--- config.mk ---
export PLATFORM = sky130hd
export DESIGN_NAME = mult_share_sched
export DESIGN_NICKNAME = d
export VERILOG_FILES = /design/src/rtl/mult_share_sched.sv
export SDC_FILE = /design/constraint.sdc
export NUM_CORES = 1
export LEC_CHECK = 0
export CAP_MARGIN = 0
export CELL_PAD_IN_SITES_DETAIL_PLACEMENT = 0
export CELL_PAD_IN_SITES_GLOBAL_PLACEMENT = 1
export CORE_AREA = 3 3 235 237
export DETAILED_ROUTE_END_ITERATION = 16
export DIE_AREA = 0 0 238 240
export PLACE_DENSITY_LB_ADDON = 0.1
export SYNTH_ARGS = -nofsm -noshare
export SYNTH_HDL_FRONTEND = slang
export SYNTH_SLANG_ARGS = --single-unit
export TNS_END_PERCENT = 20
--- constraint.sdc ---
create_clock -name clk -period 6.6 [get_ports clk]
set_input_delay 1.32 -clock clk [delete_from_list [all_inputs] [get_ports clk]]
set_output_delay 1.32 -clock clk [all_outputs]
set_load 0.02 [all_outputs]
--- src/rtl/mult_share_sched.sv ---
// mult_share_sched: round-robin sharing of one exact/approximate 32x32
// signed multiplier pair between N requesters, with per-request tag tracking.
//
// Ports:
//   clk, rst_n          clock, synchronous active-low reset
//   req_valid/req_ready one-hot valid/ready handshake per requester
//   req_a/req_b         packed 32-bit signed operands, requester i at [32i+:32]
//   req_appx            per-request select: 1 = approximate product
//   mult_a/mult_b       registered operands to both external multipliers
//   mult_prod_exact/    products returned LATENCY cycles after the operands
//   mult_prod_appx
//   rsp_valid/rsp_id    one-cycle response pulse and owning requester
//   rsp_prod/rsp_err    selected product and (appx - exact) error
//   err_cnt/clr_cnt     saturating count of nonzero-error approximate responses
module mult_share_sched #(
    parameter int N       = 4,
    parameter int LATENCY = 0,
    localparam int ID_W   = $clog2(N)
) (
    input  logic            clk,
    input  logic            rst_n,
    input  logic [N-1:0]    req_valid,
    input  logic [N*32-1:0] req_a,
    input  logic [N*32-1:0] req_b,
    input  logic [N-1:0]    req_appx,
    output logic [N-1:0]    req_ready,
    output logic [31:0]     mult_a,
    output logic [31:0]     mult_b,
    input  logic [63:0]     mult_prod_exact,
    input  logic [63:0]     mult_prod_appx,
    output logic            rsp_valid,
    output logic [ID_W-1:0] rsp_id,
    output logic [63:0]     rsp_prod,
    output logic [63:0]     rsp_err,
    output logic [15:0]     err_cnt,
    input  logic            clr_cnt
);

    logic [ID_W-1:0] ptr;
    logic [ID_W-1:0] ptr_nxt;
    logic [ID_W-1:0] gnt_id;
    logic [ID_W-1:0] cand;
    logic [ID_W:0]   sum;
    logic [ID_W:0]   sum_nxt;
    logic            accept;
    logic [31:0]     sel_a;
    logic [31:0]     sel_b;
    logic            sel_appx;

    logic [LATENCY:0]           tag_v;
    logic [LATENCY:0]           tag_appx;
    logic [LATENCY:0][ID_W-1:0] tag_id;

    logic            out_v;
    logic            out_appx;
    logic [ID_W-1:0] out_id;
    logic [63:0]     diff;

    // Scan from the highest offset down so the last hit is the first
    // valid requester at or after ptr.
    always_comb begin
        req_ready = '0;
        gnt_id    = '0;
        accept    = 1'b0;
        sum       = '0;
        cand      = '0;
        sum_nxt   = '0;
        ptr_nxt   = '0;
        sel_a     = '0;
        sel_b     = '0;
        sel_appx  = 1'b0;
        for (int k = N - 1; k >= 0; k--) begin
            sum = {1'b0, ptr} + (ID_W + 1)'(k);
            if (sum >= (ID_W + 1)'(N))
                sum = sum - (ID_W + 1)'(N);
            cand = sum[ID_W-1:0];
            if (req_valid[cand]) begin
                accept = 1'b1;
                gnt_id = cand;
            end
        end
        if (!rst_n)
            accept = 1'b0;
        if (accept)
            req_ready[gnt_id] = 1'b1;
        sum_nxt = {1'b0, gnt_id} + (ID_W + 1)'(1);
        if (sum_nxt >= (ID_W + 1)'(N))
            sum_nxt = '0;
        ptr_nxt = sum_nxt[ID_W-1:0];
        for (int k = 0; k < N; k++) begin
            if (gnt_id == ID_W'(k)) begin
                sel_a    = req_a[32*k +: 32];
                sel_b    = req_b[32*k +: 32];
                sel_appx = req_appx[k];
            end
        end
    end

    // Tag pipe is LATENCY+1 deep: stage 0 lines up with mult_a/mult_b,
    // stage LATENCY lines up with the multiplier outputs.
    always_ff @(posedge clk) begin
        if (!rst_n) begin
            ptr      <= '0;
            mult_a   <= '0;
            mult_b   <= '0;
            tag_v    <= '0;
            tag_appx <= '0;
            tag_id   <= '0;
        end else begin
            if (accept) begin
                ptr    <= ptr_nxt;
                mult_a <= sel_a;
                mult_b <= sel_b;
            end
            tag_v[0]    <= accept;
            tag_appx[0] <= sel_appx;
            tag_id[0]   <= gnt_id;
            for (int i = 1; i <= LATENCY; i++) begin
                tag_v[i]    <= tag_v[i-1];
                tag_appx[i] <= tag_appx[i-1];
                tag_id[i]   <= tag_id[i-1];
            end
        end
    end

    assign out_v    = tag_v[LATENCY];
    assign out_appx = tag_appx[LATENCY];
    assign out_id   = tag_id[LATENCY];
    assign diff     = mult_prod_appx - mult_prod_exact;

    always_ff @(posedge clk) begin
        if (!rst_n) begin
            rsp_valid <= 1'b0;
            rsp_id    <= '0;
            rsp_prod  <= '0;
            rsp_err   <= '0;
            err_cnt   <= '0;
        end else begin
            rsp_valid <= out_v;
            if (out_v) begin
                rsp_id   <= out_id;
                rsp_prod <= out_appx ? mult_prod_appx : mult_prod_exact;
                rsp_err  <= out_appx ? diff : 64'd0;
            end
            if (clr_cnt)
                err_cnt <= '0;
            else if (out_v && out_appx && (diff != 64'd0)
                     && (err_cnt != 16'hFFFF))
                err_cnt <= err_cnt + 16'd1;
        end
    end

endmodule

# Word-level counts from Yosys, hierarchy flattened

Cells that the tools add are included.

Register bits: 217
Bits in latches: 0
Bits in writable memories: 0
Memory bits (read-only): 0
Input bits: 395
Output and inout port bits: 215
Word-level logic and storage cells: 83
Memories kept: 0

$add $sub $neg: 10
$mul: 0
Divide/modulo/power cells: 0
Magnitude comparators: 11
Equal/unequal tests: 4
Shifts and indexed selects: 0
Mux-type cells: 39
Bitwise gates (word level): 1
Reduce and logical (&&, ||, !) cells: 7

Operator list:

| cell                                                | number |
|---|---|
| 2-to-1 mux 32 bit                                   | 8 |
| 2-to-1 mux 64 bit                                   | 2 |
| nonzero test 64 bit                                 | 1 |
| subtractor 64 bit                                   | 1 |
| 2-to-1 mux 2 bit                                    | 9 |
| adder 16 x 1 -> 16 bit, second input constant       | 1 |
| inequality test 16 bit, second input constant       | 1 |
| < comparator 2 x 3 -> 1 bit, second input constant  | 5 |
| 2-to-1 mux 1 bit                                    | 14 |
| >= comparator 3 bit, second input constant          | 4 |
| binary-select mux 1 bit (select 2 bit)              | 4 |
| subtractor 2 x 1 -> 2 bit, second input constant    | 4 |
| adder 2 x 1 -> 3 bit, second input constant         | 2 |
| adder 2 x 2 -> 3 bit, second input constant         | 2 |
| == test 2 bit, second input constant                | 2 |
| logical AND 1 bit                                   | 4 |
| 2-to-1 mux 4 bit                                    | 1 |
| >= comparator 2 x 3 -> 1 bit, second input constant | 1 |
| demux 1 bit (select 2 bit)                          | 1 |
| == test 2 x 1 -> 1 bit, second input constant       | 1 |
| >= comparator 2 x 1 -> 1 bit, second input constant | 1 |
| zero test 2 bit                                     | 1 |
| OR reduction 2 bit                                  | 1 |
| NOT 1 bit                                           | 1 |

# Longest topological paths before layout

Gate-level depths: netlist of the first run.

Word-level depth: 14
Depth in mapped cells: 18

# Worst setup path before layout of the first run

OpenSTA, ideal clock, no wires.

Path type: input to register
From: input mult_prod_appx[0]
To: register err_cnt[14]
Setup time: 0.122 ns
Arrival: 4.800 ns
Required time: 6.478 ns
Path slack: 1.679 ns
Stages: 15
Buffers on the path: 0
Cell sequence: inv_1 -> ha_1 -> fa_1 -> and2b_4 -> o2111ai_4 -> a211oi_2 -> nor2_2 -> o41ai_4 -> a21o_1 -> xor2_2 -> or4_1 -> nor4_1 -> a41oi_1 -> a41o_1 -> o311a_1

Longest elaborated chain between the ends: 4

Ends and longest elaborated chain:

| what                   | line | text |
|---|---|---|
| start: declaration     | 30   | `input logic [63:0] mult_prod_appx,` |
| subtractor 64 bit      | 129  | `assign diff = mult_prod_appx - mult_prod_exact;` |
| nonzero test 64 bit    | 147  | `else if (out_v && out_appx && (diff != 64'd0)` |
| logical AND 1 bit      | 147  |  |
| logical AND 1 bit      | 148  | `&& (err_cnt != 16'hFFFF))` |
| end signal: assignment | 149  | `err_cnt <= err_cnt + 16'd1;` |
| end: declaration       | 35   | `output logic [15:0] err_cnt,` |

No other way between the ends.
A chain may end at the register's enable or synchronous reset.

# Worst setup path in the final report of the first run

Ends and elaborated chain as after synthesis.

==> qor.json, run 1 <==
{
  "status": "complete, no violations",
  "postLayoutCoreUtil": 0.439,
  "timing.clock.skew_ns": 0.00802,
  "start_kind": "primary input",
  "track_usage": 0.257,
  "final.fill_count": 5442,
  "finalNonFillerCells": 3362,
  "insertion_delay_ns": 0.57,
  "ys_ff_latch": 217,
  "num_rows": 85,
  "dr.pass1.iters": 5,
  "clock_tree_from_tritoncts": "built",
  "dominantRegCellSynth": "dfxtp_1",
  "post-cts-setup-buffer-count": 0,
  "globalRouteOverflowTotal": 0,
  "area_growth_pct": 46.3,
  "synth.net_count": 2622,
  "start_util": 0.300,
  "cap_violations": 0,
  "timing_hold_violations_final": 0,
  "cp_max_fo": 9,
  "achievable_frequency_ghz": 0.169,
  "vias": 18173,
  "synth_area_um2": 16000,
  "finalWorstPathRequiredPeriod_ns": 5.92,
  "post_cts_resize_count": 0,
  "fin_setup_tns_ns": 0,
  "yosys.cell_types.count": 95,
  "antenna_violations_before_repair": 2,
  "gp_routability_congestion": 0.913,
  "final_cell_area_um2": 23500,
  "placedCellCount": 3304,
  "tightestPinTransition_ns": 1.03,
  "dp_hpwl_mm": 61.9,
  "clkTransAtPathRegs_ns": 0.05,
  "finalSetupViolCount": 0,
  "cts_max_path_buffers": 3,
  "io_pins": 610,
  "core_area_um2": 53500,
  "clkSinkCount": 217,
  "final_worst_path_cycle_share": 0.897,
  "clockRootBuffer": "clkbuf_16",
  "path_class": "in2reg",
  "critical_path_arrival_ns": 6.38,
  "die_area_um2": 57100,
  "placement.io_buffers": 609,
  "crit_path_end_kind": "flop",
  "cts_max_level": 1,
  "drt.antenna.violating_nets": 0,
  "first_global_vias": 17889,
  "synth.yosys.seq_area_share": 0.271,
  "synth_async_sr_flop_share": 0,
  "dpl_cell_area_um2": 22500,
  "layout.area.seq_um2": 4350,
  "die_w_um": 238,
  "number_of_buffers_added_to_fix_hold_violations_after_cts": 0,
  "syn-mean-instance-area_um2": 7.44,
  "peak_supply_drop_mv": 0.188,
  "yosysWarnings": 0,
  "critPathRequiredTime_ns": 7.06,
  "routedWlPerCell_um": 23.2,
  "fp.dieH_um": 240,
  "total_power_per_unit_cell_area_nw_per_um2": 236,
  "drv_slew": 0,
  "postLayoutSetupSlackWorst_ns": 0.679,
  "drive_gt1_frac": 0.0455,
  "drcViolationCount": 0,
  "postRouteWirelength_mm": 77.9,
  "avgViaCountPerCell": 5.41,
  "initialDrtViolationCount": 980,
  "grt_pass1_wl_mm": 113,
  "synthCells": 2157,
  "multi_input_area_um2": 10700,
  "synth-edff-count": 0,
  "cts_made_buffers": 29,
  "dp_slack_ns": 0.216,
  "setup_repair_after_global_routing_missed_its_margin": "no",
  "worst_slew_margin_rel": 0.315,
  "layout.nets": 3104,
  "leakage_nw": 9.59,
  "min_path_type": "reg2reg",
  "grt_max_degree": 94
}
-- layout make-up --
cell class                      instances  share of cell area
Clock buffer                           42              0.0360
Antenna cell                            5            0.000533
Clock inverter                         11             0.00581
Inverter                               80              0.0128
Tap cell                              696              0.0371
Sequential cell                       217               0.185
Timing Repair Buffer                  630               0.266
Multi-Input combinational cell       1681               0.456
-- critical path: stages --
cell and delay [ns]:
clkdlybuf4s50_1 0.50, inv_1 0.07, ha_1 0.19, fa_1 0.40, and2b_4 0.29, o2111ai_4 0.14
a211oi_2 0.37, o21ai_1 0.23, a31oi_1 0.52, o21ai_1 0.16, xnor2_1 0.23, or4_1 0.56
nor4_1 0.32, buf_4 0.19, a41oi_1 0.38, a41o_1 0.38, o311a_1 0.12
-- final timing paths --
check	from	to	slack [ns]	cells past startpoint
setup / recovery	mult_prod_appx[0]	err_cnt[14]$_SDFFE_PP0P_	0.68	17
hold / removal	rsp_prod[60]$_SDFFE_PN0P_	rsp_prod[60]$_SDFFE_PN0P_	0.48	1
setup reg to reg	ptr[0]$_SDFFE_PN0P_	mult_a[28]$_SDFFE_PN0P_	3.18	9
hold reg to reg	rsp_prod[60]$_SDFFE_PN0P_	rsp_prod[60]$_SDFFE_PN0P_	0.48	1
-- metal layers --
metal / vias up / track usage / routed length [um]
met5: - / 0 / 21
met4: 4 / 0.0839 / 2510
met3: 114 / 0.0522 / 4730
met2: 594 / 0.456 / 38400
met1: 8612 / 0.312 / 32300
li1: 8849 / - / -
-- logic make-up (layout without fill, tap and decap cells) --
kind of cell | count (synthesis) | count (layout) | synth area share
other | 0 | 5 | 0
muxes | 8 | 8 | 0.00507
and+or+nand+nor | 769 | 769 | 0.225
buffers and inverters | 259 | 763 | 0.0651
adders and majority gates | 70 | 70 | 0.0551
DFF | 217 | 217 | 0.271
xor gates and xnor gates | 45 | 45 | 0.0255
AOI/OAI and AO/OA | 789 | 789 | 0.353
-- cells in the mapped netlist (10+ instances only) --
library cell / number / area, um^2
a21o_1: 19 / 143
a21oi_1: 255 / 1280
a22oi_1: 22 / 165
a31oi_1: 14 / 87.6
and2_1: 34 / 213
and3_1: 17 / 106
and4_1: 13 / 114
buf_1: 12 / 45.0
buf_2: 28 / 140
clkbuf_1: 132 / 495
dfxtp_1: 217 / 4340
ha_1: 69 / 863
inv_1: 78 / 293
nand2_1: 288 / 1080
nand3_1: 33 / 165
nand4_1: 38 / 238
nor2_1: 208 / 781
nor2b_1: 51 / 319
nor3_1: 23 / 115
nor4_1: 13 / 81.3
o211a_1: 132 / 1320
o211ai_1: 136 / 1020
o21a_1: 13 / 97.6
o21ai_0: 47 / 235
o21ai_1: 26 / 130
o2bb2ai_1: 11 / 96.3
o31ai_1: 11 / 82.6
or3_1: 10 / 62.6
or4_1: 15 / 113
xnor2_1: 19 / 166
xor2_1: 24 / 210
-- sequential cells by signal, summed over array words and instances (netlist names) --
register / count
out_v: 1
err_cnt: 16
out_appx: 1
rsp_valid: 1
ptr: 2
out_id: 2
mult_b: 32
rsp_id: 2
rsp_err: 64
mult_a: 32
rsp_prod: 64
-- cells in the final DEF, fill, tap and decap left out, types with 7 or more instances in the layout --
cell             synthesis  final
a211oi_1                 7      7
a21o_1                  19     19
a21oi_1                255    255
a22o_1                   7      7
a22oi_1                 22     22
a31oi_1                 14     14
and2_1                  34     34
and3_1                  17     17
and4_1                  13     13
buf_4                    4     21
clkbuf_16                0     29
clkbuf_8                 0      7
clkdlybuf4s50_1          0    608
dfxtp_1                217    215
ha_1                    69     65
inv_1                   78     78
mux2i_1                  7      7
nand2_1                288    288
nand3_1                 33     33
nand4_1                 38     38
nor2_1                 208    208
nor2b_1                 51     51
nor3_1                  23     23
nor4_1                  13     13
o211a_1                132    132
o211ai_1               136    136
o21a_1                  13     13
o21ai_0                 47     47
o21ai_1                 26     26
o21bai_1                 7      7
o2bb2ai_1               11     11
o31ai_1                 11     11
or3_1                   10     10
or4_1                   15     14
xnor2_1                 19     19
xor2_1                  24     24
-- where the power goes --
group	internal, mW	leakage, nW	switching (mW)
clock	0.998	0.485	0.636
sequential	1.46	1.78	0.112
combinational	0.986	7.32	1.35
-- per-stage QoR --
stage,hold WS (ns),power [mW]
6_report,0.476,5.54
5_1_grt,0.490,5.85
4_1_cts,0.479,5.61
3_5_place_dp,0.466,3.93
3_3_place_gp,0.461,3.92
2_1_floorplan,0.463,2.94
Power figures use the tool's default switching activity.
==> run 2, diff against run 1 <==
Settings changed: SKIP_LAST_GASP set to 1.
==> results of run 2 <==
The final DEF is identical to that of run 1; final timing and power are the same.
==> run 3, diff against run 2 <==
Clock period 6.6 ns to 7.5 ns, I/O delays scaled along.
==> run 3 against run 2 <==
Against the previous run:
- highest routed layer is now met4
- die area unchanged
- sequential share of layout area up 0.051 points
- sequential power is 11% lower
- clock-buffer cell count up 3
- first-iteration DRC count grew 25%
- final cell count fell by 0.33%
- worst hold slack got worse by 0.00072 ns
- clock power shrank 12%
- core utilization shrank 0.12 points
- critical endpoint unchanged
- routed wire length shrank 0.82%
==> qor.json, run 3 (synthesis results as in run 1) <==
{
  "clockRootBuffer": "clkbuf_16",
  "total_power_per_unit_cell_area_nw_per_um2": 208,
  "cap_violations": 0,
  "finalSetupViolCount": 0,
  "placement.io_buffers": 609,
  "finalNonFillerCells": 3351,
  "worst_hold_path.num_cells": 1,
  "worst_r2r_setup_slack_ns": 3.76,
  "most_frequent_cells_in_the_layout": "clkdlybuf4s50_1 (608), nand2_1 (288), a21oi_1 (255), dfxtp_1 (215), nor2_1 (208)",
  "status": "complete, no violations",
  "path_class": "in2reg",
  "leakage_nw": 9.56,
  "min_path_type": "reg2reg",
  "most_common_cell_after_layout_fill_and_taps_aside": "clkdlybuf4s50_1",
  "final_worst_path_cycle_share": 0.789,
  "dpl_cell_area_um2": 22400,
  "placedCellCount": 3298,
  "post-cts-setup-buffer-count": 0,
  "cts_made_buffers": 29,
  "fin_setup_tns_ns": 0,
  "cts_max_level": 1,
  "drt.antenna.violating_nets": 0,
  "track_usage": 0.256,
  "fp.dieH_um": 240,
  "antenna_violations_before_repair": 0,
  "largest_registers": "rsp_err x64, rsp_prod x64",
  "worst_r2r_startpoint": "ptr[0]$_SDFFE_PN0P_",
  "finalWorstPathRequiredPeriod_ns": 5.92,
  "layout.nets": 3098,
  "timing.reg2reg.worst_path_depth": 13,
  "r2r-end": "mult_b[2]$_SDFFE_PN0P_",
  "cts_max_path_buffers": 3,
  "start_kind": "primary input",
  "achievable_frequency_ghz": 0.169,
  "io_pins": 610,
  "critical_path_arrival_ns": 6.38,
  "critPathRequiredTime_ns": 7.96,
  "hold_path.startpoint": "rsp_prod[30]$_SDFFE_PN0P_",
  "worst_slew_margin_rel": 0.365,
  "gp_routability_congestion": 0.942,
  "post_cts_resize_count": 0,
  "cp_max_fo": 9,
  "fin_hold_ws_ns": 0.475,
  "clock_tree_from_tritoncts": "built",
  "postRouteWirelength_mm": 77.3,
  "final.fill_count": 5545,
  "dp_hpwl_mm": 61.7,
  "die_area_um2": 57100,
  "clkSinkCount": 217,
  "number_of_buffers_added_to_fix_hold_violations_after_cts": 0,
  "postLayoutSetupSlackWorst_ns": 1.58,
  "area_growth_pct": 45.9,
  "final_cell_area_um2": 23400,
  "avgViaCountPerCell": 5.45,
  "postLayoutCoreUtil": 0.438,
  "holdPathEnd": "rsp_prod[30]$_SDFFE_PN0P_",
  "routedWlPerCell_um": 23.1,
  "insertion_delay_ns": 0.58,
  "grt_pass1_wl_mm": 113,
  "start_util": 0.300,
  "p_total_mw": 4.86,
  "timing_hold_violations_final": 0,
  "initialDrtViolationCount": 1223,
  "crit_path_end_kind": "flop",
  "drv_slew": 0,
  "num_rows": 85,
  "setup_repair_after_global_routing_missed_its_margin": "no",
  "clkTransAtPathRegs_ns": 0.06,
  "tightestPinTransition_ns": 0.952,
  "drcViolationCount": 0,
  "grt_max_degree": 90,
  "core_area_um2": 53500,
  "first_global_vias": 17820,
  "dr.pass1.iters": 5,
  "peak_supply_drop_mv": 0.182,
  "dp_slack_ns": 1.02,
  "timing.clock.skew_ns": 0.0151,
  "globalRouteOverflowTotal": 0,
  "vias": 18255,
  "die_w_um": 238,
  "drive_gt1_frac": 0.0426
}
==> run 3: cell types whose count changed in the layout (fill, tap and decap cells not counted) <==
| cell | previous run | this run |
|---|---|---|
| bufinv_16 | 3 | 2 |
| diode_2 | 5 | 2 |
| clkinvlp_4 | 1 | 0 |
| clkinv_2 | 6 | 3 |
| buf_4 | 21 | 15 |
| clkbuf_8 | 7 | 10 |
==> run 3: how the worst max path moves through the flow <==
stage	slack, ns	from	depth (start not counted)	to
after floorplan	2.40	mult_prod_appx[0]	15	err_cnt[14]$_SDFFE_PP0P_
after global placement	1.02	mult_prod_appx[0]	16	err_cnt[14]$_SDFFE_PP0P_
after detailed placement	1.02	mult_prod_appx[0]	16	err_cnt[14]$_SDFFE_PP0P_
after CTS	1.56	req_valid[1]	8	req_ready[3]
after global routing	1.39	req_valid[0]	9	req_ready[3]
final	1.58	mult_prod_appx[0]	16	err_cnt[14]$_SDFFE_PP0P_
==> run 3: cell type report <==
type	instances	area [um^2]	share of cell area
Antenna cell	2	5.00	0.000214
Clock buffer	45	886	0.0378
Clock inverter	6	83.8	0.00358
Inverter	80	300	0.0128
Multi-Input combinational cell	1681	10700	0.457
Sequential cell	217	4350	0.186
Tap cell	696	871	0.0372
Timing Repair Buffer	624	6210	0.265
==> run 3: layer usage <==
metal,part of all wire,track usage,wire (um)
met5,0,0,0
met4,0.042,0.0997,3250
met3,0.064,0.0513,4930
met2,0.49,0.447,37500
met1,0.41,0.310,31600
==> run 3: worst max-delay path, cell delays in order <==
cell and delay (ns):
clkdlybuf4s50_1 0.47, inv_1 0.06, ha_1 0.19, fa_1 0.42, and2b_4 0.29, o2111ai_4 0.14, a211oi_2 0.41, nor2_2 0.11
o41ai_4 0.58, a21o_1 0.22, xor2_2 0.07, or4_1 0.50, nor4_1 0.46, a41oi_1 0.46, a41o_1 0.37, o311a_1 0.11
==> run 3: power breakdown <==
group / internal [mW] / switching, mW
sequential: 1.29 / 0.103
combinational: 0.865 / 1.18
clock: 0.869 / 0.558
total: 3.02 / 1.84
